<file path="src/rtl/seg7_pkg.sv">
// rtl/seg7_pkg.sv - shared BCD width and active-low seven-segment patterns
package seg7_pkg;

    localparam int BCD_W = 4;
    localparam logic [6:0] SEG_BLANK = 7'h7F;

    // Segment order {g,f,e,d,c,b,a}, a lit segment is driven low
    function automatic logic [6:0] seg_decode(input logic [BCD_W-1:0] digit);
        logic [6:0] pattern;
        case (digit)
            4'd0:    pattern = 7'b1000000;
            4'd1:    pattern = 7'b1111001;
            4'd2:    pattern = 7'b0100100;
            4'd3:    pattern = 7'b0110000;
            4'd4:    pattern = 7'b0011001;
            4'd5:    pattern = 7'b0010010;
            4'd6:    pattern = 7'b0000010;
            4'd7:    pattern = 7'b1111000;
            4'd8:    pattern = 7'b0000000;
            4'd9:    pattern = 7'b0010000;
            default: pattern = SEG_BLANK;
        endcase
        return pattern;
    endfunction

endpackage

</file>
<file path="src/rtl/key_pulse.sv">
// rtl/key_pulse.sv - raw key synchroniser, debouncer and rising-edge pulse
module key_pulse #(
    parameter int DEB_CYCLES = 20
) (
    input  logic clk,
    input  logic reset,
    input  logic key,
    output logic pulse
);

    localparam int CNT_W = $clog2(DEB_CYCLES);

    logic             sync1;
    logic             sync2;
    logic             deb;
    logic             deb_q;
    logic [CNT_W-1:0] cnt;

    // Synchronise the key, then accept a new level only after it has differed for DEB_CYCLES cycles
    always_ff @(posedge clk or negedge reset) begin
        if (!reset) begin
            sync1 <= 1'b0;
            sync2 <= 1'b0;
            deb   <= 1'b0;
            deb_q <= 1'b0;
            cnt   <= '0;
        end else begin
            sync1 <= key;
            sync2 <= sync1;
            deb_q <= deb;
            if (sync2 == deb) begin
                cnt <= '0;
            end else if (cnt == CNT_W'(DEB_CYCLES - 1)) begin
                deb <= sync2;
                cnt <= '0;
            end else begin
                cnt <= cnt + CNT_W'(1);
            end
        end
    end

    // Pulse is combinational so the counter acts on the edge right after the level is accepted
    assign pulse = deb & ~deb_q;

endmodule

</file>
<file path="src/rtl/bcd_updown_counter.sv">
// rtl/bcd_updown_counter.sv - debounced BCD up/down/load counter with multiplexed 7-seg output
module bcd_updown_counter
    import seg7_pkg::*;
#(
    parameter int DIGITS     = 2,
    parameter int DEB_CYCLES = 20,
    parameter int SCAN_DIV   = 1000,
    parameter int SAT_MODE   = 0,
    parameter int RESET_TOP  = 1
) (
    input  logic                    clk,
    input  logic                    reset,
    input  logic                    key_up,
    input  logic                    key_down,
    input  logic                    key_load,
    input  logic [BCD_W*DIGITS-1:0] load_val,
    output logic [BCD_W*DIGITS-1:0] count_bcd,
    output logic                    tc,
    output logic [6:0]              seg_n,
    output logic [DIGITS-1:0]       dig_n
);

    localparam int W     = BCD_W * DIGITS;
    localparam int DIV_W = (SCAN_DIV > 1) ? $clog2(SCAN_DIV) : 1;
    localparam int IDX_W = (DIGITS > 1) ? $clog2(DIGITS) : 1;
    localparam logic [W-1:0] RESET_VAL = (RESET_TOP != 0) ? {DIGITS{4'h9}} : {DIGITS{4'h0}};

    logic             up_p;
    logic             down_p;
    logic             load_p;
    logic [W-1:0]     inc_val;
    logic             inc_carry;
    logic [W-1:0]     dec_val;
    logic             dec_borrow;
    logic [W-1:0]     clamp_val;
    logic [DIV_W-1:0] scan_div;
    logic [IDX_W-1:0] scan_idx;

    key_pulse #(.DEB_CYCLES(DEB_CYCLES)) u_key_up (
        .clk(clk), .reset(reset), .key(key_up), .pulse(up_p)
    );

    key_pulse #(.DEB_CYCLES(DEB_CYCLES)) u_key_down (
        .clk(clk), .reset(reset), .key(key_down), .pulse(down_p)
    );

    key_pulse #(.DEB_CYCLES(DEB_CYCLES)) u_key_load (
        .clk(clk), .reset(reset), .key(key_load), .pulse(load_p)
    );

    // BCD increment; a carry out of the top decade means the count was all 9s
    always_comb begin
        logic [BCD_W-1:0] nib;
        nib       = '0;
        inc_val   = count_bcd;
        inc_carry = 1'b1;
        for (int i = 0; i < DIGITS; i++) begin
            nib = count_bcd[i*BCD_W +: BCD_W];
            if (inc_carry) begin
                if (nib == 4'd9) begin
                    nib = 4'd0;
                end else begin
                    nib       = nib + 4'd1;
                    inc_carry = 1'b0;
                end
            end
            inc_val[i*BCD_W +: BCD_W] = nib;
        end
    end

    // BCD decrement; a borrow out of the top decade means the count was zero
    always_comb begin
        logic [BCD_W-1:0] nib;
        nib        = '0;
        dec_val    = count_bcd;
        dec_borrow = 1'b1;
        for (int i = 0; i < DIGITS; i++) begin
            nib = count_bcd[i*BCD_W +: BCD_W];
            if (dec_borrow) begin
                if (nib == 4'd0) begin
                    nib = 4'd9;
                end else begin
                    nib        = nib - 4'd1;
                    dec_borrow = 1'b0;
                end
            end
            dec_val[i*BCD_W +: BCD_W] = nib;
        end
    end

    // Clamp each load nibble to 9 so the count never holds an illegal digit
    always_comb begin
        clamp_val = load_val;
        for (int i = 0; i < DIGITS; i++) begin
            if (load_val[i*BCD_W +: BCD_W] > 4'd9) begin
                clamp_val[i*BCD_W +: BCD_W] = 4'd9;
            end
        end
    end

    // Count register with load > (up and down cancel) > up > down priority
    always_ff @(posedge clk or negedge reset) begin
        if (!reset) begin
            count_bcd <= RESET_VAL;
            tc        <= 1'b0;
        end else begin
            tc <= 1'b0;
            if (load_p) begin
                count_bcd <= clamp_val;
            end else if (up_p && down_p) begin
                count_bcd <= count_bcd;
            end else if (up_p) begin
                tc <= inc_carry;
                if (!(inc_carry && (SAT_MODE != 0))) begin
                    count_bcd <= inc_val;
                end
            end else if (down_p) begin
                tc <= dec_borrow;
                if (!(dec_borrow && (SAT_MODE != 0))) begin
                    count_bcd <= dec_val;
                end
            end
        end
    end

    // Display scan: hold each digit for SCAN_DIV cycles, then move to the next
    always_ff @(posedge clk or negedge reset) begin
        if (!reset) begin
            scan_div <= '0;
            scan_idx <= '0;
        end else if (scan_div == DIV_W'(SCAN_DIV - 1)) begin
            scan_div <= '0;
            scan_idx <= (scan_idx == IDX_W'(DIGITS - 1)) ? '0 : scan_idx + IDX_W'(1);
        end else begin
            scan_div <= scan_div + DIV_W'(1);
        end
    end

    assign dig_n = ~(DIGITS'(1) << scan_idx);
    assign seg_n = seg_decode(count_bcd[scan_idx*BCD_W +: BCD_W]);

endmodule

</file>
<file path="config.mk">
export PLATFORM = sky130hd
export DESIGN_NAME = bcd_updown_counter
export DESIGN_NICKNAME = d
export VERILOG_FILES = /design/src/rtl/seg7_pkg.sv /design/src/rtl/key_pulse.sv /design/src/rtl/bcd_updown_counter.sv
export SDC_FILE = /design/constraint.sdc
export NUM_CORES = 1
export LEC_CHECK = 0
export ABC_AREA = 1
export BUFFER_PORTS_ARGS = -buffer_cell sky130_fd_sc_hd__buf_2
export CORE_MARGIN = 1
export CORE_UTILIZATION = 60
export CTS_CLUSTER_DIAMETER = 80
export DETAILED_ROUTE_END_ITERATION = 7
export GPL_ROUTABILITY_DRIVEN = 0
export PLACE_DENSITY = 0.94
export SYNTH_ARGS = -nofsm -noshare
export SYNTH_HDL_FRONTEND = slang
export SYNTH_SLANG_ARGS = --single-unit
</file>
<file path="constraint.sdc">
create_clock -name clk -period 3.5 [get_ports clk]
set_input_delay 0.175 -clock clk [delete_from_list [all_inputs] [get_ports clk]]
set_output_delay 0.175 -clock clk [all_outputs]
set_load 0.03 [all_outputs]
</file>
# [Word level (Yosys, flattened, before mapping)]
# Memories as Yosys holds them, arrays and structs flattened.
# Cells that the tools add are included.
[totals] ff_bits=47 latchBits=0 mem_bits_rw=0 mem_bits_ro=112 mem_count=1
[classes] add_sub_neg=9 multipliers=0 div=0 n_lt_le_gt_ge=2 eq_ne=11 n_shift=2 mux=30 bitwise=10 reduce_logical=10
[mem_list] name="(name not given)" words=16 width=7 rd=1 rd_ports_with_merged_regs=0 write_ports=0 line_no="seg7_pkg.sv:10" text="case (digit)"
[op_table] operator="$mux W4" n=8
[op_table] operator="$mux W8" n=4
[op_table] operator="$mux W5" n=6
[op_table] operator="$add A5 B1 Y5 const B" n=3
[op_table] operator="$eq A5 B5 Y1 const B" n=3
[op_table] operator="$mux W1" n=11
[op_table] operator="$add A10 B1 Y10 const B" n=1
[op_table] operator="$eq A10 B10 Y1 const B" n=1
[op_table] operator="$mux W10" n=1
[op_table] operator="$add A4 B1 Y4 const B" n=2
[op_table] operator="$eq A4 B4 Y1 const B" n=2
[op_table] operator="$gt A4 B4 Y1 const B" n=2
[op_table] operator="$logic_not A4 Y1" n=2
[op_table] operator="$reduce_and A2 Y1" n=4
[op_table] operator="$shiftx A8 B4 Y4" n=1
[op_table] operator="$sub A4 B1 Y4 const B" n=2
[op_table] operator="$not A1 Y1" n=6
[op_table] operator="$reduce_bool A3 Y1" n=2
[op_table] operator="$reduce_and A4 Y1" n=1
[op_table] operator="$and A1 B1 Y1" n=3
[op_table] operator="$eq A1 B1 Y1" n=3
[op_table] operator="$ne A3 B1 Y1 const B" n=1
[op_table] operator="$ne A2 B2 Y1 const B" n=1
[op_table] operator="$not A2 Y2" n=1
[op_table] operator="other kinds (3)" n=3

# [Longest topological paths before layout]
# Gate-level depths: netlist of the first run.
[logic_depth] ltp_word=7 mapped_depth=10 ltp_nobuf=10

# [By module]
# From an unflattened synthesis of the first run, not the netlist that was laid out.
[hier_totals] hier_cells=354 hier_area_um2=2691.3
[by_module_without_submodules] module="bcd_updown_counter" n_inst=1 cells_per_inst=240 area_each_um2=1587.8 seq_area_each_um2=505.5
[by_module_without_submodules] module="key_pulse" n_inst=3 cells_per_inst=38 area_each_um2=367.9 seq_area_each_um2=225.2

# [Least setup slack after synthesis of the first run]
# OpenSTA, ideal clock, no wires.
[synth_path] kind="reg-to-output" start="reg count_bcd[5]" end="out seg_n[2]" arrival_ns=1.973 path_slack_ns=1.352 path_stages_with_launch=8 path_buffers=0 path_cell_list="dfrtp_1 > inv_1 > nand2_1 > o21ai_2 > inv_1 > ha_1 > inv_1 > o31ai_1"
[synth_between] elab_chain_cells=2
[synth_rtl] item="from (decl)" line_no="bcd_updown_counter.sv:17" text="output logic [BCD_W*DIGITS-1:0] count_bcd,"
[synth_rtl] item="from (signal assigned)" line_no="bcd_updown_counter.sv:109" text="count_bcd <= clamp_val;"
[synth_rtl] item="from (signal assigned)" line_no="bcd_updown_counter.sv:111" text="count_bcd <= count_bcd;"
[synth_rtl] item="from (signal assigned)" line_no="bcd_updown_counter.sv:115" text="count_bcd <= inc_val;"
[synth_rtl] item="$shiftx A8 B4 Y4" line_no="bcd_updown_counter.sv:140" text="assign seg_n = seg_decode(count_bcd[scan_idx*BCD_W +: BCD_W]);"
[synth_rtl] item="$mem_v2 Z16 W7"
[synth_rtl] item="to (decl)" line_no="bcd_updown_counter.sv:19" text="output logic [6:0] seg_n,"
# Every way passes these cells.

# [Worst setup path after layout of the first run]
[layout_path] start="reg count_bcd[4]" end="out seg_n[3]"
# The elaborated chain is that of the path after synthesis.

==> flow_summary.ini, run 1 <==
[route]
drt_iter0_markers = 178
drtPass1Iterations = 4
routed_via_density = 5.25
routed-via-count = 2158
wl_per_cell_um = 11.9
ant_nets = 0
drcViolationCount = 0
wirelength_um = 4880

[logic_synthesis]
synth_area_um2 = 2590
ys_seq_elements = 47
syn_area_per_cell_um2 = 8.00
syn_nets = 346
synth_seq_area_share_pct = 45.6
synth_cells = 324
ys_warn_count = 0
yosysUniqueCellTypes = 32

[final_layout]
fin_cells = 411
final_nets = 382
area_growth_pct = 12.8
post-route-cell-area_um2 = 2920
drive_gt1_share_pct = 16.6
diodes = 0

[clocking]
cts_tree = done
h-tree-depth = 2
cts_buffers = 5
clkTransAtPathRegs_ns = 0.10
cts_resized = 0
cts_setup_buffers = 0
cts_sinks = 47
cts-root-buf = clkbuf_8
insertion_delay_ns = 0.31
clockBufferDepth = 2

[sta]
rsz0062_at_grt = no
slew_headroom_pct = 33.5
min_period_over_period_pct = 60.5
finalClockSkew_ns = 0.00899
finalSetupTns_ns = 0
finalHoldViolCount = 0
setup_viol = 0
slew_viol_final = 0
tightest_slew_ns = 0.997
whs_ns = 0.0102
period_needed_ns = 2.12
clock.fmax_mhz = 472
fin_ws_ns = 1.38

[worst_setup_path]
required_ns = 3.32
critical_path_class = reg -> out
cp_slowest_cell = dfstp_2
crit_path_start_kind = register
setup.worst_path.end_class = output pin
crit_family = flip-flops
cp_max_fo = 8
r2r_cells = 7
crit_path_cell_trace = inv_1, nand2_1, o21ai_1, ha_1, nand2_1, inv_1, o21ai_1, buf_2
cp.depth = 8
cpPeakStageDelay_ns = 0.60
crit_buf_inv = 3
cp.arrival_ns = 1.94

[placed_design]
dp_slack_ns = 1.72
dp.cells = 400
dp_hpwl_um = 3560
place_area_um2 = 2780
port_buffers = 30

[floorplan]
num_rows = 23
fp.dieH_um = 67.7
start_util_pct = 63.4
fp.coreArea_um2 = 4090
fp.dieW_um = 67.7
io_pins = 31
die_area_um2 = 4590

[global_route]
grt_antenna_before_repair = 0
grt_pass1_wl_um = 7790
grt_overflow = 0
grt_max_degree = 48
first_global_vias = 1869
track_usage_pct = 23.5

[power]
p_int_mw = 0.790
switching_share_pct = 22.9
ir_drop_uv = 327
power_frac_comb_pct = 4.7
power_density_nw_per_um2 = 351
pwr-share-seq_pct = 55.0
leakage_nw = 1.49
clockPowerShare_pct = 40.3
power.switching_mw = 0.235

[run]
maxCapViolations = 0

[hold_path]
hp-class = in -> async

[status]
status = complete, no violations
-- worst register-to-register path, stage by stage, from the launching register on --
cell     delay (ns)
dfrtp_1        0.42
nand2_1        0.38
nor2_1         0.16
nor2_4         0.22
nand3_4        0.12
nand2_4        0.10
nand2_1        0.07
o21ai_1        0.07
-- cells in the mapped netlist (all sizes together) --
library cell	count	area [um^2]
nor3	3	15.0
dfrtp	43	1080
o21a	3	22.5
nor2	43	179
nand2	76	298
mux2	3	33.8
o211ai	1	7.51
xor2	9	78.8
buf	4	27.5
ha	9	113
a21oi	14	70.1
a22oi	1	7.51
o21ai	22	129
o31ai	1	7.51
xnor2	4	35.0
nand4	1	6.26
inv	45	171
nand3b	2	15.0
nor4	1	6.26
nand3	35	188
dfstp	4	105
-- registers in the layout, indices dropped and copies added (netlist names), 5 cells and up --
| name | flops |
|---|---|
| u_key_down.cnt | 5 |
| count_bcd | 8 |
| u_key_up.cnt | 5 |
| scan_div | 10 |
| u_key_load.cnt | 5 |
-- logic make-up after synthesis --
logic type | Yosys count | share of synthesized area (%)
multiplexers | 3 | 1.30
XOR/XNOR | 13 | 4.39
buffers and inverters | 49 | 7.68
AO/OA/AOI/OAI | 42 | 9.42
adder cells (fa/ha/maj) | 9 | 4.35
AND/OR/NAND/NOR | 161 | 27.3
flip-flops | 47 | 45.6
-- area by class of cell --
class / count / area [um^2]
clock buffer: 5 / 68.8
fill: 308 / 1160
sequential: 47 / 1180
inverter: 45 / 171
clock inverter: 3 / 47.5
tap: 50 / 62.6
multi-input combinational: 228 / 1210
timing repair buffer: 33 / 180
-- power groups by stage --
stage | registers, mW | logic, mW | clock network, mW
after CTS | 0.564 | 0.0493 | 0.418
after detailed placement | 0.575 | 0.0463 | 0
after global placement | 0.574 | 0.0445 | 0
final | 0.564 | 0.0479 | 0.413
after floorplan | 0.573 | 0.0229 | 0
after global routing | 0.566 | 0.0567 | 0.438
-- through the flow --
step,util [%],power (mW)
3_3_place_gp,67.9,0.618
4_1_cts,71.5,1.03
5_1_grt,71.5,1.06
6_report,71.5,1.03
2_1_floorplan,-,0.596
3_5_place_dp,67.9,0.621
-- cells in the final DEF, fill, tap and decap left out, types with 2 or more instances in the layout --
master,instances
nor2_4,2
nand3_1,34
o21ai_0,10
nand2_1,73
inv_1,40
nor2_1,40
inv_2,4
dfstp_2,4
nand3b_1,2
ha_1,9
o21ai_2,2
o21ai_1,9
dfrtp_1,43
a21oi_1,14
nor3_1,3
dlygate4sd3_1,3
xor2_1,9
xnor2_1,4
buf_2,30
nand2_2,2
mux2_2,3
o21a_1,3
clkbuf_8,5
-- repair_timing --
action	4_1_cts	5_1_grt
setup endpoints to repair	0	0
hold buffers	3	0
hold endpoints to repair	3	0
-- routing by layer --
metal	wire, um	track usage, %
met5	0	0
met4	156	12.5
met3	278	6.93
met2	2350	39.4
met1	2100	26.9
-- worst paths after layout --
path | end | slack (ns) | startpoint
setup / recovery | seg_n[3] | 1.38 | count_bcd[4]$_DFFE_PN1P_
setup reg to reg | count_bcd[6]$_DFFE_PN0P_ | 1.91 | u_key_up.deb$_DFFE_PN0P_
min in group clk | count_bcd[7]$_DFFE_PN1P_ | 0.10 | load_val[7]
hold reg to reg | u_key_up.sync2$_DFF_PN0_ | 0.35 | u_key_up.sync1$_DFF_PN0_
hold / removal | count_bcd[6]$_DFFE_PN0P_ | 0.01 | reset
max in group asynchronous | scan_div[2]$_DFF_PN0_ | 2.85 | reset
(Power assumes the default switching activity.)
==> run 2: changes to the inputs <==
ABC_AREA = 0   (was 1)
CORE_UTILIZATION = 58   (was 60)
PLACE_DENSITY = 0.92   (was 0.94)
clock period = 2.1 ns   (was 3.5 ns; I/O delays follow)
==> run 2 against run 1 <==
  * Clock power rose by 27%
  * Critical path depth shrank 2
  * Area after synthesis hardly changed
  * Sequential share of layout area fell by 0.76 points
  * Sequential power grew 70%
  * Via count shrank 5.8%
  * Design area rose by 2.4%
  * Worst hold slack better by 0.020 ns
  * Largest cell class unchanged
==> flow_summary.ini, run 2 <==
[sta]
slew_viol_final = 0
min_period_over_period_pct = 94.9
setup_viol = 0
whs_ns = 0.0299
slew_headroom_pct = 56.1
clock.fmax_mhz = 502
finalSetupTns_ns = 0
finalHoldViolCount = 0
period_needed_ns = 1.99
finalClockSkew_ns = 0.00994
tightest_slew_ns = 0.657

[worst_setup_path]
critical_path_class = reg -> out
crit_path_cell_trace = mux2_4, inv_2, ha_1, nor2_1, o22ai_2, buf_2
crit_path_start_kind = register
cpPeakStageDelay_ns = 0.45
cp_max_fo = 5
reg2reg_setup_slack_ns = 0.28
setup.worst_path.end_class = output pin
crit_family = flip-flops
crit_buf_inv = 2
required_ns = 2.00
cp.arrival_ns = 1.89
cp_slowest_cell = dfrtp_2

[power]
power_frac_comb_pct = 10.6
switching_share_pct = 25.3
clockPowerShare_pct = 31.7
total_power_mw = 1.66
leakage_nw = 1.33
power.switching_mw = 0.419
ir_drop_uv = 589
p_int_mw = 1.24
power_density_nw_per_um2 = 554
pwr-share-seq_pct = 57.7

[status]
status = complete, no violations

[route]
wirelength_um = 5080
wl_per_cell_um = 14.3
routed_via_density = 5.72
routed-via-count = 2032
ant_nets = 0
drt_iter0_markers = 153
drcViolationCount = 0
drtPass1Iterations = 4

[logic_synthesis]
synth.top_cell.area_share_pct = 41.6
syn_area_per_cell_um2 = 9.73
yosysMostFrequentCell = dfrtp_1
netlist_top_cells_count = dfrtp_1 (43), nor2_1 (37), nand2_1 (18), xor2_1 (15), nand3_1 (14)
synth_area_um2 = 2590
synth_area_leader_cell = dfrtp_1
ys_warn_count = 0
syn_nets = 288
synth_edf_count = 0
ys_seq_elements = 47
synth-async-reset-ratio_pct = 100
synth_seq_area_share_pct = 45.6
synth_cells = 266
synth-main-ff-cell = dfrtp_1
synthTopCellsByArea = dfrtp_1 (42%), nor2_1 (5.4%), xor2_1 (5.1%)
yosysUniqueCellTypes = 50

[global_route]
grt_pass1_wl_um = 8470
grt_overflow = 0
grt_max_degree = 22
track_usage_pct = 24.7
grt_antenna_before_repair = 0
first_global_vias = 1974

[clocking]
cts-root-buf = clkbuf_8
cts_buffers = 5
clkTransAtPathRegs_ns = 0.09
cts_tree = done
clockBufferDepth = 2
cts_sinks = 47
insertion_delay_ns = 0.30
h-tree-depth = 2

[floorplan]
num_rows = 23
die_area_um2 = 4730
io_pins = 31
fp.dieW_um = 68.8
start_util_pct = 62.5
fp.coreArea_um2 = 4140
fp.dieH_um = 68.8

[final_layout]
fillCellCount = 311
largest_register_ffs = 10
diodes = 0
post-route-util_pct = 72.2
largest_register = scan_div
final_common_cell = dfrtp_1
area_growth_pct = 15.6
final_nets = 326
layout_common_cells = dfrtp_1 (42), nor2_1 (36), buf_2 (30)
reg_top3 = scan_div x10, count_bcd x8
drive_gt1_share_pct = 23.0

[hold_path]
hp-class = in -> reg

[run]
maxCapViolations = 0

[placed_design]
port_buffers = 30
dp_hpwl_um = 3570
run 2: cell types whose count changed after synthesis, moves of 6 or more:
cell	before	now
nand3_1	34	14
xor2_1	9	15
inv_1	40	7
clkbuf_1	0	9
o21ai_1	9	0
nand2_1	73	18
nor3_1	3	9
nand2b_1	0	6
xnor2_1	4	10
run 2: cell families (layout without fill, tap and decap cells):
logic type | Yosys count | in the layout | share of synthesized area, %
and+or+nand+nor | 108 | 108 | 21.3
DFF | 47 | 47 | 45.6
AOI/OAI and AO/OA | 45 | 45 | 11.7
xor gates and xnor gates | 26 | 26 | 9.52
buffers and inverters | 22 | 61 | 3.77
adders and majority gates | 9 | 9 | 4.35
muxes | 9 | 9 | 3.72
run 2: final timing paths:
check	startpoint	end	cells after the start
hold reg to reg	u_key_load.sync1$_DFF_PN0_	u_key_load.sync2$_DFF_PN0_	0
min in group asynchronous	reset	u_key_down.cnt[4]$_DFF_PN0_	2
setup reg to reg	scan_div[0]$_DFF_PN0_	scan_idx$_DFFE_PN0N_	5
hold / removal	load_val[7]	count_bcd[7]$_DFFE_PN1P_	3
setup / recovery	scan_idx$_DFFE_PN0N_	seg_n[1]	6
max in group asynchronous	reset	count_bcd[3]$_DFFE_PN1P_	3
run 2: what timing repair did:
item                                    4_1_cts  5_1_grt
hold buffers                                  4        0
setup buffers                                 1        4
resized for setup                             3        4
endpoints found under the setup margin        3        3
hold endpoints to repair                     22        0
run 2: power groups by stage:
stage          sequential (mW)  combinational, mW  clock (mW)
4_1_cts                  0.958              0.167       0.540
2_1_floorplan            0.975             0.0945           0
5_1_grt                  0.961              0.197       0.583
3_5_place_dp             0.979              0.153           0
3_3_place_gp             0.977              0.149           0
6_report                 0.956              0.175       0.524
run 2: worst min-delay path: stages:
cell	delay, ns
buf_2	0.11
nand2_1	0.05
o31ai_1	0.06
run 2: stage by stage:
step	instance area (um^2)	setup WS, ns	std cells
3_5_place_dp	2800	0.268	338
4_1_cts	2950	0.0320	351
6_report	2990	0.107	355
3_3_place_gp	2800	0.361	338
2_1_floorplan	2610	0.0385	266
5_1_grt	2990	-0.00865	355
run 2: routing by layer:
layer	GRT usage (%)	share of wire, %
met1	29.8	43
met2	42.4	51
met3	5.59	4.3
met4	10.7	1.7
met5	0	0
run 2: area by class of cell:
type	count	area, um^2	share of cell area (%)
timing repair buffer	46	284	9.49
multi-input combinational	197	1350	45.0
sequential	47	1190	39.6
tap	50	62.6	2.09
clock inverter	2	12.5	0.418
inverter	7	26.3	0.878
clock buffer	6	72.6	2.43
